==> config.mk <==
export PLATFORM = sky130hd
export DESIGN_NAME = norm_shift
export DESIGN_NICKNAME = d
export VERILOG_FILES = /design/src/rtl/norm_shift.sv
export SDC_FILE = /design/constraint.sdc
export NUM_CORES = 1
export LEC_CHECK = 0
export ABC_AREA = 0
export CAP_MARGIN = 20
export CORE_ASPECT_RATIO = 0.5
export CORE_UTILIZATION = 45
export DETAILED_ROUTE_END_ITERATION = 6
export GPL_TIMING_DRIVEN = 0
export PLACE_DENSITY = 0.73
export SKIP_LAST_GASP = 1
export SYNTH_ARGS = -nofsm -noshare
export SYNTH_HDL_FRONTEND = slang
export SYNTH_SLANG_ARGS = --single-unit
==> constraint.sdc <==
create_clock -name clk_i -period 9.4 [get_ports clk_i]
set_input_delay 1.88 -clock clk_i [delete_from_list [all_inputs] [get_ports clk_i]]
set_output_delay 1.88 -clock clk_i [all_outputs]
set_load 0.02 [all_outputs]
==> src/rtl/norm_shift.sv <==
// Multicycle left-normalizer: shifts an operand by its leading-zero count one log-stage
// per cycle (16,8,4,2,1) and flags counts that do not match the operand.
module norm_shift #(
    parameter int unsigned WIDTH = 32,
    parameter int unsigned CNT_W = 6
) (
    input  logic             clk_i,
    input  logic             rst_i,
    input  logic             in_valid_i,
    output logic             in_ready_o,
    input  logic [WIDTH-1:0] in_a_i,
    input  logic [CNT_W-1:0] in_lz_i,
    output logic             out_valid_o,
    input  logic             out_ready_i,
    output logic [WIDTH-1:0] out_norm_o,
    output logic             out_err_o
);

    typedef enum logic [1:0] {StIdle, StShift, StDone} state_e;

    state_e               state_q, state_d;
    logic [WIDTH-1:0]     a_q, a_d;
    logic [CNT_W-1:0]     lz_q, lz_d;
    logic [WIDTH-1:0]     val_q, val_d;
    logic                 lost_q, lost_d;
    logic [2:0]           step_q, step_d;
    logic [WIDTH-1:0]     norm_q, norm_d;
    logic                 err_q, err_d;

    logic                 sh_en;
    logic [4:0]           amt;
    logic [2*WIDTH-1:0]   ext;
    logic [WIDTH-1:0]     stage_val;
    logic                 stage_lost;

    // One shift stage per cycle; the upper half of ext catches bits pushed past the MSB.
    always_comb begin
        sh_en = 1'b0;
        amt   = 5'd0;
        case (step_q)
            3'd0:    begin sh_en = lz_q[4]; amt = 5'd16; end
            3'd1:    begin sh_en = lz_q[3]; amt = 5'd8;  end
            3'd2:    begin sh_en = lz_q[2]; amt = 5'd4;  end
            3'd3:    begin sh_en = lz_q[1]; amt = 5'd2;  end
            3'd4:    begin sh_en = lz_q[0]; amt = 5'd1;  end
            default: begin sh_en = 1'b0;    amt = 5'd0;  end
        endcase
        if (!sh_en || lz_q[5]) begin
            amt = 5'd0;
        end
        ext        = {{WIDTH{1'b0}}, val_q} << amt;
        stage_val  = ext[WIDTH-1:0];
        stage_lost = |ext[2*WIDTH-1:WIDTH];
    end

    always_comb begin
        state_d = state_q;
        a_d     = a_q;
        lz_d    = lz_q;
        val_d   = val_q;
        lost_d  = lost_q;
        step_d  = step_q;
        norm_d  = norm_q;
        err_d   = err_q;
        case (state_q)
            StIdle: begin
                if (in_valid_i) begin
                    a_d     = in_a_i;
                    lz_d    = in_lz_i;
                    val_d   = in_a_i;
                    lost_d  = 1'b0;
                    step_d  = 3'd0;
                    state_d = StShift;
                end
            end
            StShift: begin
                val_d  = stage_val;
                lost_d = lost_q | stage_lost;
                step_d = step_q + 3'd1;
                if (step_q == 3'd4) begin
                    state_d = StDone;
                    step_d  = 3'd0;
                    if (lz_q > CNT_W'(32)) begin
                        norm_d = '0;
                        err_d  = 1'b1;
                    end else if (a_q == '0) begin
                        norm_d = '0;
                        err_d  = (lz_q != CNT_W'(32));
                    end else if (lz_q == CNT_W'(32)) begin
                        norm_d = '0;
                        err_d  = 1'b1;
                    end else begin
                        norm_d = stage_val;
                        err_d  = lost_d | ~stage_val[WIDTH-1];
                    end
                end
            end
            StDone: begin
                if (out_ready_i) begin
                    state_d = StIdle;
                end
            end
            default: state_d = StIdle;
        endcase
    end

    always_ff @(posedge clk_i) begin
        if (rst_i) begin
            state_q <= StIdle;
            a_q     <= '0;
            lz_q    <= '0;
            val_q   <= '0;
            lost_q  <= 1'b0;
            step_q  <= 3'd0;
            norm_q  <= '0;
            err_q   <= 1'b0;
        end else begin
            state_q <= state_d;
            a_q     <= a_d;
            lz_q    <= lz_d;
            val_q   <= val_d;
            lost_q  <= lost_d;
            step_q  <= step_d;
            norm_q  <= norm_d;
            err_q   <= err_d;
        end
    end

    assign in_ready_o  = (state_q == StIdle);
    assign out_valid_o = (state_q == StDone);
    assign out_norm_o  = norm_q;
    assign out_err_o   = err_q;

endmodule

==> impl_metrics.json <==
{
  "fin_util_pct": 57.3,
  "cts_tree": "built",
  "crit_arrival_ns": 5.27,
  "leakagePower_uw": 0.00263,
  "synthFlopType": "dfxtp_1",
  "clock_path_buffers": 2,
  "post_cts_buffers": 0,
  "status": "finished with violations",
  "period_minus_slack_ns": 5.07,
  "worstMarginPinSlew_ns": 1.04,
  "numCtsBuffers": 9,
  "place.gp.congestion": 1.05,
  "r2r_slack_ns": 4.33,
  "clk_latency_ns": 0.35,
  "cts_root_buf": "clkbuf_16",
  "violations": "DRC",
  "hp-class": "reg -> reg",
  "finClkSkew_ns": 0.0100,
  "final_cell_mix": "nand2_1, dfxtp_1, a21oi_1",
  "instances_no_fill": 1080,
  "setup_tns_ns": 0,
  "power.density_nw_per_um2": 148,
  "ys_ff_latch": 109,
  "min_to": "a_q[7]",
  "drtIter0Drc": 1180,
  "critPathCaptureType": "flip-flop",
  "dp_cells": 1063,
  "io_pins": 77,
  "syn2layout_area_growth_pct": 20.7,
  "grt_pass1_vias": 6788,
  "drt-total-wl_um": 28300,
  "cts_sinks": 109,
  "hp-start": "a_q[7]",
  "rows": 29,
  "die-area_um2": 14200,
  "grt.overflow.total": 0,
  "drive_gt1_share_pct": 5.83,
  "num_vias": 7470,
  "synth-edff-count": 0,
  "worstPathMaxFanout": 10,
  "synthArstFlopShare_pct": 0,
  "reg2reg_depth": 13,
  "start_util_pct": 47.5,
  "crit_required_ns": 9.61,
  "slew_headroom_pct": 29.0,
  "first_pass_iters": 7,
  "core_area_um2": 13000,
  "antenna_found_initial": 1,
  "cts_max_level": 3,
  "synth.distinct_cells": 67,
  "die_h_um": 84.9,
  "ant_nets": 0,
  "min_path_cells": 2,
  "vdd_ir_drop_max_mv": 0.154,
  "cts_hold_buf": 0,
  "port_buffers": 75,
  "viasPerCell": 6.92,
  "grt_pass1_wl_um": 41000,
  "reg2reg_from": "step_q[2]",
  "grt_use_total_pct": 38.8,
  "drv_slew": 0,
  "die_w_um": 168,
  "hpwl_um": 21400,
  "fmax_mhz": 197,
  "wl_per_cell_um": 26.2,
  "synth_area_per_cell_um2": 7.59,
  "ys_seq_area_share_pct": 35.3,
  "final_common_cell": "nand2_1",
  "drv_cap": 0,
  "syn_inst": 815,
  "setup_viol": 0,
  "drc": 19,
  "rsz0062_at_grt": "no",
  "crit_path_start_kind": "flip-flop",
  "cts.reportedPaths.clkPinSlew_ns": 0.08,
  "grt_max_degree": 21,
  "fin_nets": 951,
  "rr_endpoint": "lost_q",
  "cts_resized": 0,
  "hold_viol_final": 0,
  "synthesis.area_um2": 6180,
  "yosysWarnings": 0,
  "path_class": "reg -> reg",
  "syn_nets": 862,
  "period_share_pct": 53.9
}
## report_power, final
group          total [µW]  internal (µW)  switching [µW]
logic                 216           75.6             140
registers             520            483            36.7
clock network         372            186             186
total                1110            745             363
## cells in the mapped netlist (11+ instances only)
master	count	area (µm²)
nand2_1	151	567
mux2i_1	15	150
a222oi_1	15	150
nor2_1	74	278
nand3_1	13	65.1
nor3_1	19	95.1
a21oi_1	81	405
mux2_2	11	124
clkbuf_1	54	203
nor4_1	20	125
dfxtp_1	109	2180
a211oi_1	11	82.6
a31oi_1	29	181
o21ai_0	24	120
a22oi_1	28	210
## routing by layer
metal	vias up	GRT usage [%]	share of wire [%]
li1	3239	-	-
met1	3483	51.8	39
met2	634	55.0	39
met3	114	18.1	18
met4	0	12.5	3.7
met5	-	0	0
## registers in the layout (all words and copies together), names as in the netlist
signal / cells
a_q: 32
lost_q: 1
lz_q: 6
out_err_o: 1
out_norm_o: 32
state_q: 2
step_q: 3
val_q: 32
## final cells by class
cell class / count / area, µm²
Antenna cell: 1 / 2.50
Timing Repair Buffer: 78 / 768
Multi-Input combinational cell: 628 / 3680
Buffer: 69 / 287
Fill cell: 1183 / 5560
Sequential cell: 109 / 2180
Clock buffer: 9 / 225
Clock inverter: 7 / 66.3
Inverter: 9 / 33.8
Tap cell: 170 / 213
## per-stage QoR
step	total power, µW	worst slack (ns)	area, µm²	hold WS (ns)
2_1_floorplan	634	6.06	6180	0.436
3_3_place_gp	725	4.32	7150	0.444
3_5_place_dp	725	4.78	7170	0.447
4_1_cts	1090	4.74	7460	0.458
5_1_grt	1130	4.37	7460	0.478
6_report	1110	4.33	7460	0.457
## worst max-delay path: stages, from the launching register on
cell and delay (ns):
dfxtp_1 0.45, buf_2 0.27, inv_1 0.12, ha_1 0.29
a21oi_1 0.24, or3_1 0.14, clkbuf_1 0.51, clkbuf_1 0.58
clkbuf_1 0.53, nor2_1 0.17, a2111oi_0 0.94, nand4b_1 0.19
o21ai_1 0.36, a311oi_1 0.14
## worst max path at each step
stage                    from      to  slack [ns]  cells after the start
detailed placement  step_q[2]  lost_q        4.78                     13
CTS                 step_q[2]  lost_q        4.74                     13
global route        step_q[2]  lost_q        4.37                     13
floorplan           step_q[0]  lost_q        6.06                     13
finish              step_q[2]  lost_q        4.33                     13
global placement    step_q[2]  lost_q        4.32                     11
## kinds of logic (layout without fill, tap and decap cells)
| logic type | count (synthesis) | in the layout | synth area share, % |
|---|---|---|---|
| AO/OA/AOI/OAI | 273 | 273 | 30.6 |
| adder cells (fa/ha/maj) | 5 | 5 | 1.01 |
| buffers and inverters | 78 | 172 | 5.18 |
| flip-flops | 109 | 109 | 35.3 |
| multiplexers | 26 | 26 | 4.43 |
| other | 0 | 1 | 0 |
| AND/OR/NAND/NOR | 324 | 324 | 23.5 |
No activity file was read; power rests on OpenSTA's default activity.
